File: src/rtl/lock_pkg.sv
// Shared types and constants for the combination-lock sequencing controller.
// Relock-by-key behaviour is selected with the LOCK_RELOCK_KEY_EN macro in lock_ctrl.
package lock_pkg;

    typedef enum logic [1:0] {
        ST_LOCKED = 2'd0,
        ST_CHECK  = 2'd1,
        ST_OPEN   = 2'd2,
        ST_ALARM  = 2'd3
    } lock_state_e;

    localparam int CLK_HZ    = 50000000;
    localparam int OPEN_SEC  = 1;
    localparam int ALARM_SEC = 5;
    localparam int FAIL_W    = 3;

    function automatic int max2(input int a, input int b);
        return (a > b) ? a : b;
    endfunction

endpackage

File: src/rtl/lock_ctrl_if.sv
// Entry/status bundle between the key front end, the lock controller and the LEDs.
// The front end (master) drives enter_trig/com_result; the controller (slave) drives the status.
interface lock_ctrl_if;
    import lock_pkg::*;

    logic              enter_trig;
    logic              com_result;
    logic              unlock;
    logic              alarm;
    logic [FAIL_W-1:0] fail_cnt;
    lock_state_e       state;
    logic              busy;

    modport master (
        output enter_trig, com_result,
        input  unlock, alarm, fail_cnt, state, busy
    );

    modport slave (
        input  enter_trig, com_result,
        output unlock, alarm, fail_cnt, state, busy
    );

endinterface

File: src/rtl/lock_timer.sv
// Loadable down-counter for the open/alarm hold times; stops at zero, never wraps.
module lock_timer #(
    parameter int W = 8
) (
    input  logic         clk,
    input  logic         rst_n,
    input  logic         load_i,
    input  logic [W-1:0] value_i,
    input  logic         en_i,
    output logic         zero_o
);

    logic [W-1:0] cnt_q, cnt_d;

    always_comb begin
        cnt_d = cnt_q;
        if (load_i) begin
            cnt_d = value_i;
        end else if (en_i && (cnt_q != '0)) begin
            cnt_d = cnt_q - 1'b1;
        end
    end

    always_ff @(posedge clk) begin
        if (!rst_n) begin
            cnt_q <= '0;
        end else begin
            cnt_q <= cnt_d;
        end
    end

    assign zero_o = (cnt_q == '0);

endmodule

File: src/rtl/lock_ctrl.sv
// Lock sequencing FSM: entry check, consecutive-failure count, alarm lockout, auto-relock.
// Define LOCK_RELOCK_KEY_EN to let enter_trig relock the door manually while OPEN.
module lock_ctrl
    import lock_pkg::*;
#(
    parameter int OPEN_CYCLES  = CLK_HZ * OPEN_SEC,
    parameter int ALARM_CYCLES = CLK_HZ * ALARM_SEC,
    parameter int MAX_FAIL     = 3
) (
    input  logic         clk,
    input  logic         rst_n,
    lock_ctrl_if.slave   bus
);

    localparam int TW = $clog2(max2(OPEN_CYCLES, ALARM_CYCLES));

    lock_state_e       state_q, state_d;
    logic [FAIL_W-1:0] fail_cnt_q, fail_cnt_d;
    logic              unlock_q, alarm_q, busy_q;
    logic              t_load, t_en, t_zero;
    logic [TW-1:0]     t_val;

    lock_timer #(.W(TW)) u_timer (
        .clk     (clk),
        .rst_n   (rst_n),
        .load_i  (t_load),
        .value_i (t_val),
        .en_i    (t_en),
        .zero_o  (t_zero)
    );

    assign t_en = (state_q == ST_OPEN) || (state_q == ST_ALARM);

    always_comb begin
        state_d    = state_q;
        fail_cnt_d = fail_cnt_q;
        t_load     = 1'b0;
        t_val      = '0;
        case (state_q)
            ST_LOCKED: begin
                if (bus.enter_trig) state_d = ST_CHECK;
            end
            ST_CHECK: begin
                if (bus.com_result) begin
                    state_d    = ST_OPEN;
                    fail_cnt_d = '0;
                    t_load     = 1'b1;
                    t_val      = TW'(OPEN_CYCLES - 1);
                end else if (int'(fail_cnt_q) + 1 >= MAX_FAIL) begin
                    state_d    = ST_ALARM;
                    fail_cnt_d = FAIL_W'(MAX_FAIL);
                    t_load     = 1'b1;
                    t_val      = TW'(ALARM_CYCLES - 1);
                end else begin
                    state_d    = ST_LOCKED;
                    fail_cnt_d = fail_cnt_q + 1'b1;
                end
            end
            ST_OPEN: begin
`ifdef LOCK_RELOCK_KEY_EN
                // Manual relock clears the hold timer so the next open starts fresh.
                if (bus.enter_trig || t_zero) begin
                    state_d = ST_LOCKED;
                    t_load  = 1'b1;
                end
`else
                if (t_zero) state_d = ST_LOCKED;
`endif
            end
            ST_ALARM: begin
                if (t_zero) begin
                    state_d    = ST_LOCKED;
                    fail_cnt_d = '0;
                end
            end
            default: state_d = ST_LOCKED;
        endcase
    end

    // Outputs are registered from the next state so they change with the state itself.
    always_ff @(posedge clk) begin
        if (!rst_n) begin
            state_q    <= ST_LOCKED;
            fail_cnt_q <= '0;
            unlock_q   <= 1'b0;
            alarm_q    <= 1'b0;
            busy_q     <= 1'b0;
        end else begin
            state_q    <= state_d;
            fail_cnt_q <= fail_cnt_d;
            unlock_q   <= (state_d == ST_OPEN);
            alarm_q    <= (state_d == ST_ALARM);
            busy_q     <= (state_d == ST_CHECK) || (state_d == ST_ALARM);
        end
    end

    assign bus.state    = state_q;
    assign bus.fail_cnt = fail_cnt_q;
    assign bus.unlock   = unlock_q;
    assign bus.alarm    = alarm_q;
    assign bus.busy     = busy_q;

endmodule

File: src/flat_wrapper.sv
// flat-port wrapper written by rule: the top's interface ports become plain ports
module lock_ctrl_flat import lock_pkg::*;
#(
    parameter int OPEN_CYCLES  = CLK_HZ * OPEN_SEC,
    parameter int ALARM_CYCLES = CLK_HZ * ALARM_SEC,
    parameter int MAX_FAIL     = 3
)
  (clk, rst_n, bus_enter_trig, bus_com_result, bus_unlock, bus_alarm, bus_fail_cnt, bus_state, bus_busy);
  lock_ctrl_if bus_i ();
  input  logic clk;
  input  logic rst_n;
  input wire logic [$bits(bus_i.enter_trig)-1:0] bus_enter_trig;
  input wire logic [$bits(bus_i.com_result)-1:0] bus_com_result;
  output wire logic [$bits(bus_i.unlock)-1:0] bus_unlock;
  output wire logic [$bits(bus_i.alarm)-1:0] bus_alarm;
  output wire logic [$bits(bus_i.fail_cnt)-1:0] bus_fail_cnt;
  output wire logic [$bits(bus_i.state)-1:0] bus_state;
  output wire logic [$bits(bus_i.busy)-1:0] bus_busy;
  assign bus_i.enter_trig = bus_enter_trig;
  assign bus_i.com_result = bus_com_result;
  assign bus_unlock = bus_i.unlock;
  assign bus_alarm = bus_i.alarm;
  assign bus_fail_cnt = bus_i.fail_cnt;
  assign bus_state = bus_i.state;
  assign bus_busy = bus_i.busy;
  lock_ctrl #(.OPEN_CYCLES(OPEN_CYCLES), .ALARM_CYCLES(ALARM_CYCLES), .MAX_FAIL(MAX_FAIL)) u_core (.clk(clk), .rst_n(rst_n), .bus(bus_i));
endmodule
File: config.mk
export PLATFORM = sky130hd
export DESIGN_NAME = lock_ctrl_flat
export DESIGN_NICKNAME = d
export VERILOG_FILES = /design/src/rtl/lock_pkg.sv /design/src/rtl/lock_ctrl_if.sv /design/src/rtl/lock_timer.sv /design/src/rtl/lock_ctrl.sv /design/src/flat_wrapper.sv
export SDC_FILE = /design/constraint.sdc
export NUM_CORES = 1
export LEC_CHECK = 0
export BUFFER_PORTS_ARGS = -buffer_cell sky130_fd_sc_hd__buf_2
export CAP_MARGIN = 20
export CORE_UTILIZATION = 45
export CTS_CLUSTER_DIAMETER = 60
export CTS_CLUSTER_SIZE = 28
export DETAILED_ROUTE_END_ITERATION = 10
export SYNTH_ARGS = -nofsm -noshare
export SYNTH_HDL_FRONTEND = slang
export SYNTH_SLANG_ARGS = --single-unit
File: constraint.sdc
create_clock -name clk -period 7.1 [get_ports clk]
set_input_delay 0 -clock clk [delete_from_list [all_inputs] [get_ports clk]]
set_output_delay 0 -clock clk [all_outputs]
set_load 0.005 [all_outputs]
==> results.toml, run 1 <==
[hold_path]
hold_path.class = "in -> reg"
min_path_cells = 3
hold_start = "bus_com_result"
holdPathEnd = "u_core.u_timer.cnt_q[19]$_SDFFE_PN0P_"

[critical_path]
cp_num_buf_inv = 0
crit_family = "simple AND/OR/NAND/NOR gates"
start_kind = "flip-flop"
crit_type = "reg -> reg"
worst-path-max-fanout = 19
r2r-start = "u_core.u_timer.cnt_q[6]$_SDFFE_PN0P_"
cp_cell_sequence = "or4_4 -> or4_4 -> o31ai_4 -> and2_1 -> a2111oi_0"
worstPathArrival_ns = 2.68
rr_endpoint = "u_core.bus.fail_cnt[1]$_SDFFE_PN0P_"
endpoint_kind = "flip-flop"
cpPeakStageDelay_ns = 0.62
crit_top_cell = "or4_4"
r2r_setup_slack_ns = 4.57
reg2reg_depth = 5
worstPathRequired_ns = 7.26
cp_slowest_cell = "o31ai_4"

[power]
switching_share = 0.353
seqPwrFrac = 0.416
comb_power_share = 0.298
p_clk_frac = 0.287
power_density_nw_per_um2 = 271
p_leak_uw = 0.000754
ir_drop_v = 0.000148
p_int_uw = 360
p_sw_uw = 197
power_uw = 557

[finish]
antennaDiodeCount = 0
drive_above_1_share = 0.148
syn2layout_area_growth_pct = 9.51
nets = 234
fillers = 365
final_core_util = 0.515

[timing]
worstMarginPinSlew_ns = 0.766
setup_viol = 0
hold_viol = 0
relSlewSlack = 0.489
setup_ws_ns = 4.57
rsz0062_at_grt = "false"
drv_slew = 0
fin_crit_ns = 2.53
fmax_mhz = 396
tns_ns = 0
finalCritPeriodShare = 0.356
fin_skew_ns = 0.00344

[routing]
via_per_inst = 6.25
vias = 1744
wire_per_inst_um = 16.8
finalWirelength_mm = 4.68
dr.pass1.iters = 4
drc = 0
drt.antenna.violating_nets = 0
drt_iter0_drc = 87

[clock_network]
cts_root_buf = "clkbuf_8"
cts.reportedPaths.clkPinSlew_ns = 0.07
clk_latency_ns = 0.29
post_cts_resized = 0
cts_made_buffers = 5
cts.hold.buffers_added = 1
postCtsSetupBuffers = 0
cts-htree-levels = 2
cts.sinks = 35
cts_tree = "built"
clockBufferDepth = 2

[logic_synthesis]
synthCells = 217
syn_area_um2 = 1880
synth.avg_cell_area_um2 = 8.67
syn_nets = 223
synth_edf_count = 0
ys_async_sr_fraction = 0
synth_warnings = 0
synth-seq-cells = 35
ys_types = 48
ys_seq_area_frac = 0.373
synth_flop_cell = "dfxtp_1"

[grt]
grt_pass1_vias = 1718
overflow = 0
grt_pass1_wl_mm = 7.69
antenna_found_initial = 0
grt_use_total = 0.234
grt_max_degree = 20
use_met1 = 0.281
grtUsageMet3 = 0.0514
grtUsageMet2 = 0.390
busiest_layer = "met2"

[floorplan]
start_util = 0.470
dieArea_um2 = 4440
die_h_um = 66.6
coreArea_um2 = 4000
fp.dieW_um = 66.6
num_rows = 23
ios = 12

[placement]
port_buffers = 11
gp_congestion = 0.908
hpwl_mm = 3.26
dp_slack_ns = 4.58

[run_status]
status = "finished, final reports clean"

[run]
maxCapViolations = 0
[stage by stage]
step	hold WS [ns]	std cells	instance area [um2]
after floorplan	0.131	217	1880
after global placement	0.287	270	1950
after detailed placement	0.300	270	1950
after CTS	0.0314	279	2060
after global routing	0.0598	279	2060
final	0.0384	279	2060
[metal layers]
metal	part of all wire	up-vias
li1	-	869
met3	0.044	5
met1	0.46	824
met4	0.013	0
met2	0.48	46
met5	0	-
[logic make-up (layout without fill, tap and decap cells)]
group,after synthesis,count (layout),share of synthesized area
AOI/OAI and AO/OA,56,56,0.226
xor gates and xnor gates,2,2,0.00932
adders and majority gates,2,2,0.0133
buffers and inverters,16,28,0.0439
DFF,35,35,0.373
muxes,1,1,0.00532
and+or+nand+nor,105,105,0.329
[state kept, by name (all words and copies together), names as in the netlist]
signal                cells
u_core.u_timer.cnt_q     28
u_core.bus.fail_cnt       3
u_core.bus.state          2
u_core.bus.alarm          1
u_core.bus.unlock         1
[power groups by stage]
stage	Combinational, uW	Clock (uW)	Sequential (uW)
5_1_grt	185	170	234
4_1_cts	164	162	231
3_3_place_gp	157	0	234
6_report	166	160	232
3_5_place_dp	163	0	236
2_1_floorplan	132	0	230
[cell usage after synthesis, drive strengths merged (3+ instances only)]
cell / instances / share of area
a211oi: 7 / 0.031
or3: 6 / 0.020
clkbuf: 5 / 0.010
nand2: 11 / 0.022
or4: 13 / 0.056
nand3: 8 / 0.021
o31ai: 9 / 0.043
nor4b: 3 / 0.017
nor2: 24 / 0.048
nand2b: 5 / 0.017
buf: 4 / 0.020
nor3: 13 / 0.035
a21oi: 8 / 0.021
o21ai: 7 / 0.021
nand4: 9 / 0.033
a311oi: 5 / 0.030
inv: 6 / 0.012
dfxtp: 35 / 0.37
nor4: 3 / 0.021
a31oi: 8 / 0.027
[cell usage in the layout (no fill, tap or decap), types with 2 or more instances in the layout]
cell	count
a21oi_1	8
nand4_1	8
or3_1	6
a2111oi_0	2
a211o_1	2
a311oi_1	3
nor4b_1	2
o311ai_0	2
dfxtp_1	35
clkbuf_8	7
a31oi_1	8
inv_1	6
nor2b_1	2
nand2b_1	5
and3_1	2
o31ai_1	8
nor2_1	24
nand2_1	11
buf_2	11
o211ai_1	2
a211oi_1	6
nand3_1	8
xnor2_1	2
o21ai_0	6
nor3_1	13
or2_2	2
or4_4	2
and4_1	2
or4_1	11
ha_1	2
a311oi_2	2
[worst min-delay path: stages]
cell,delay [ns]
buf_2,0.12
nand3_1,0.10
nand3_1,0.07
[final cells by class]
| type | instances | area (um2) | share of cell area |
|---|---|---|---|
| multi-input cells | 166 | 1100 | 0.533 |
| flip-flops and latches | 35 | 701 | 0.340 |
| clock buffers | 8 | 100 | 0.0486 |
| repair buffers | 13 | 72.6 | 0.0352 |
| well taps | 50 | 62.6 | 0.0304 |
| inverters | 7 | 26.3 | 0.0128 |
[worst max path at each step]
stage	depth (start not counted)	startpoint	end
2_1_floorplan	7	u_core.u_timer.cnt_q[6]$_SDFFE_PN0P_	u_core.u_timer.cnt_q[5]$_SDFFE_PN0P_
3_3_place_gp	5	u_core.u_timer.cnt_q[6]$_SDFFE_PN0P_	u_core.bus.fail_cnt[1]$_SDFFE_PN0P_
3_5_place_dp	5	u_core.u_timer.cnt_q[6]$_SDFFE_PN0P_	u_core.bus.fail_cnt[1]$_SDFFE_PN0P_
4_1_cts	5	u_core.u_timer.cnt_q[6]$_SDFFE_PN0P_	u_core.bus.fail_cnt[1]$_SDFFE_PN0P_
5_1_grt	5	u_core.u_timer.cnt_q[10]$_SDFFE_PN0P_	u_core.bus.fail_cnt[1]$_SDFFE_PN0P_
6_report	5	u_core.u_timer.cnt_q[6]$_SDFFE_PN0P_	u_core.bus.fail_cnt[1]$_SDFFE_PN0P_
(Power assumes the default switching activity.)
==> run 2: changes to the inputs <==
==> constraint.sdc (replaced) <==
create_clock -name clk -period 2.29 [get_ports clk]
set_input_delay 0 -clock clk [delete_from_list [all_inputs] [get_ports clk]]
set_output_delay 0 -clock clk [all_outputs]
set_load 0.005 [all_outputs]
==> run 2 against run 1 <==
Compared with the run above: the run now ends with negative setup slack left; non-clock buffer count increased by 23; clock skew increased by 0.0048 ns; largest power group unchanged; sequential power grew to 3.1 times the previous value.
==> results.toml, run 2 (synthesis results as in run 1) <==
[critical_path]
rr_endpoint = "u_core.u_timer.cnt_q[9]$_SDFFE_PN0P_"
cp_slowest_cell = "or4_4"
worstPathRequired_ns = 2.50
worstPathArrival_ns = 2.51
cp_num_buf_inv = 3
crit_family = "simple AND/OR/NAND/NOR gates"
cp_cell_sequence = "or4_4 -> or4_4 -> buf_6 -> o31ai_4 -> buf_6 -> clkbuf_16 -> o311ai_0 -> o21ai_0"
cpPeakStageDelay_ns = 0.52
r2r-start = "u_core.u_timer.cnt_q[7]$_SDFFE_PN0P_"
r2r_setup_slack_ns = -0.007
start_kind = "flip-flop"
reg2reg_depth = 8
worst-path-max-fanout = 9
endpoint_kind = "flip-flop"
crit_type = "reg -> reg"

[routing]
finalWirelength_mm = 4.98
drc = 0
drt.antenna.violating_nets = 0
wire_per_inst_um = 16.5
vias = 1859
dr.pass1.iters = 4
via_per_inst = 6.16
drt_iter0_drc = 108

[timing]
fin_crit_ns = 2.30
drv_slew = 0
rsz0062_at_grt = "true"
fin_hold_ws_ns = 0.0257
relSlewSlack = 0.600
finalCritPeriodShare = 1.00
worstMarginPinSlew_ns = 0.599
fin_skew_ns = 0.00819
tns_ns = -0.00705
fmax_mhz = 435
hold_viol = 0
setup_ws_ns = -0.00705
setup_viol = 1

[finish]
final_cell_mix = "33 x dfxtp_1, 24 x nor2_1, 19 x buf_4"
final_core_util = 0.576
antennaDiodeCount = 0
drive_above_1_share = 0.242
fillers = 361
largest_reg_flops = 28
multi_input_area_um2 = 1110
nets = 257
layout_commonest_cell = "dfxtp_1"
fin_cells = 302
top_register = "u_core.u_timer.cnt_q"
seq_area_um2 = 703
syn2layout_area_growth_pct = 22.6

[floorplan]
num_rows = 23
ios = 12
dieArea_um2 = 4440
die_h_um = 66.6
start_util = 0.470
coreArea_um2 = 4000
fp.dieW_um = 66.6

[clock_network]
cts_tree = "built"
clockBufferDepth = 2
cts.sinks = 35
cts-htree-levels = 2
cts_root_buf = "clkbuf_8"
clk_latency_ns = 0.29
cts_made_buffers = 5
cts.reportedPaths.clkPinSlew_ns = 0.07

[power]
switching_share = 0.345
power_density_nw_per_um2 = 813
p_leak_uw = 0.000897
p_int_uw = 1230
power_uw = 1870
ir_drop_v = 0.000439
seqPwrFrac = 0.379
p_clk_frac = 0.265
comb_power_share = 0.357
p_sw_uw = 647

[placement]
gp_congestion = 0.885
dp_cells = 289
port_buffers = 11
hpwl_mm = 3.44

[run]
maxCapViolations = 0

[grt]
grt_use_total = 0.241
overflow = 0
grt_pass1_wl_mm = 7.88
grt_max_degree = 19
antenna_found_initial = 0
grt_pass1_vias = 1644

[hold_path]
holdPathEnd = "u_core.u_timer.cnt_q[19]$_SDFFE_PN0P_"
hold_start = "bus_com_result"
min_path_cells = 3
hold_path.class = "in -> reg"

[run_status]
status = "finished, violations left"
violations = "negative setup slack"
run 2: tightest hold or removal path: cells and delay by family:
kind	cells	cell delay, ns
buf+inv	1	0.12
simple gates	2	0.16
run 2: power groups by stage:
stage               registers (uW)  clock network [uW]  logic, uW
floorplan                      713                   0        410
global placement               715                   0        603
detailed placement             719                   0        621
CTS                            705                 508        624
global route                   718                 536        735
finish                         710                 496        669
run 2: worst max-delay path by stage:
| stage | start | endpoint | slack, ns | depth (start not counted) |
|---|---|---|---|---|
| finish | u_core.u_timer.cnt_q[7]$_SDFFE_PN0P_ | u_core.u_timer.cnt_q[9]$_SDFFE_PN0P_ | -0.007 | 8 |
| global route | u_core.u_timer.cnt_q[6]$_SDFFE_PN0P_ | u_core.u_timer.cnt_q[15]$_SDFFE_PN0P_ | -0.05 | 8 |
| CTS | u_core.u_timer.cnt_q[7]$_SDFFE_PN0P_ | u_core.u_timer.cnt_q[15]$_SDFFE_PN0P_ | 0.07 | 7 |
| detailed placement | u_core.u_timer.cnt_q[7]$_SDFFE_PN0P_ | u_core.u_timer.cnt_q[15]$_SDFFE_PN0P_ | 0.08 | 7 |
| global placement | u_core.u_timer.cnt_q[7]$_SDFFE_PN0P_ | u_core.u_timer.cnt_q[4]$_SDFFE_PN0P_ | 0.11 | 6 |
| floorplan | u_core.u_timer.cnt_q[6]$_SDFFE_PN0P_ | u_core.u_timer.cnt_q[5]$_SDFFE_PN0P_ | 0.01 | 7 |
run 2: timing repair:
item | in CTS | in global routing
gates resized for setup | 0 | 7
endpoints found under the hold margin | 1 | 0
setup endpoints to repair | 0 | 5
buffers inserted | 0 | 2
hold buffers | 1 | 0
run 2: per-layer routing:
layer / part of all wire / GRT usage / routed length [um]
met5: 0 / 0 / 0
met1: 0.47 / 0.315 / 2320
met3: 0.047 / 0.0616 / 234
met2: 0.46 / 0.374 / 2310
met4: 0.023 / 0.0984 / 116
run 2: stage by stage:
stage | area (um2) | setup WS [ns]
after floorplan | 1880 | 0.0137
after global placement | 2100 | 0.109
after detailed placement | 2100 | 0.0775
after CTS | 2210 | 0.0664
after global routing | 2310 | -0.0523
final | 2310 | -0.00705
run 2: area by class of cell:
type                    instances  area share
inverters                       7      0.0114
well taps                      50      0.0271
flip-flops and latches         35       0.305
clock buffers                   8      0.0434
multi-input cells             166       0.483
repair buffers                 36       0.130
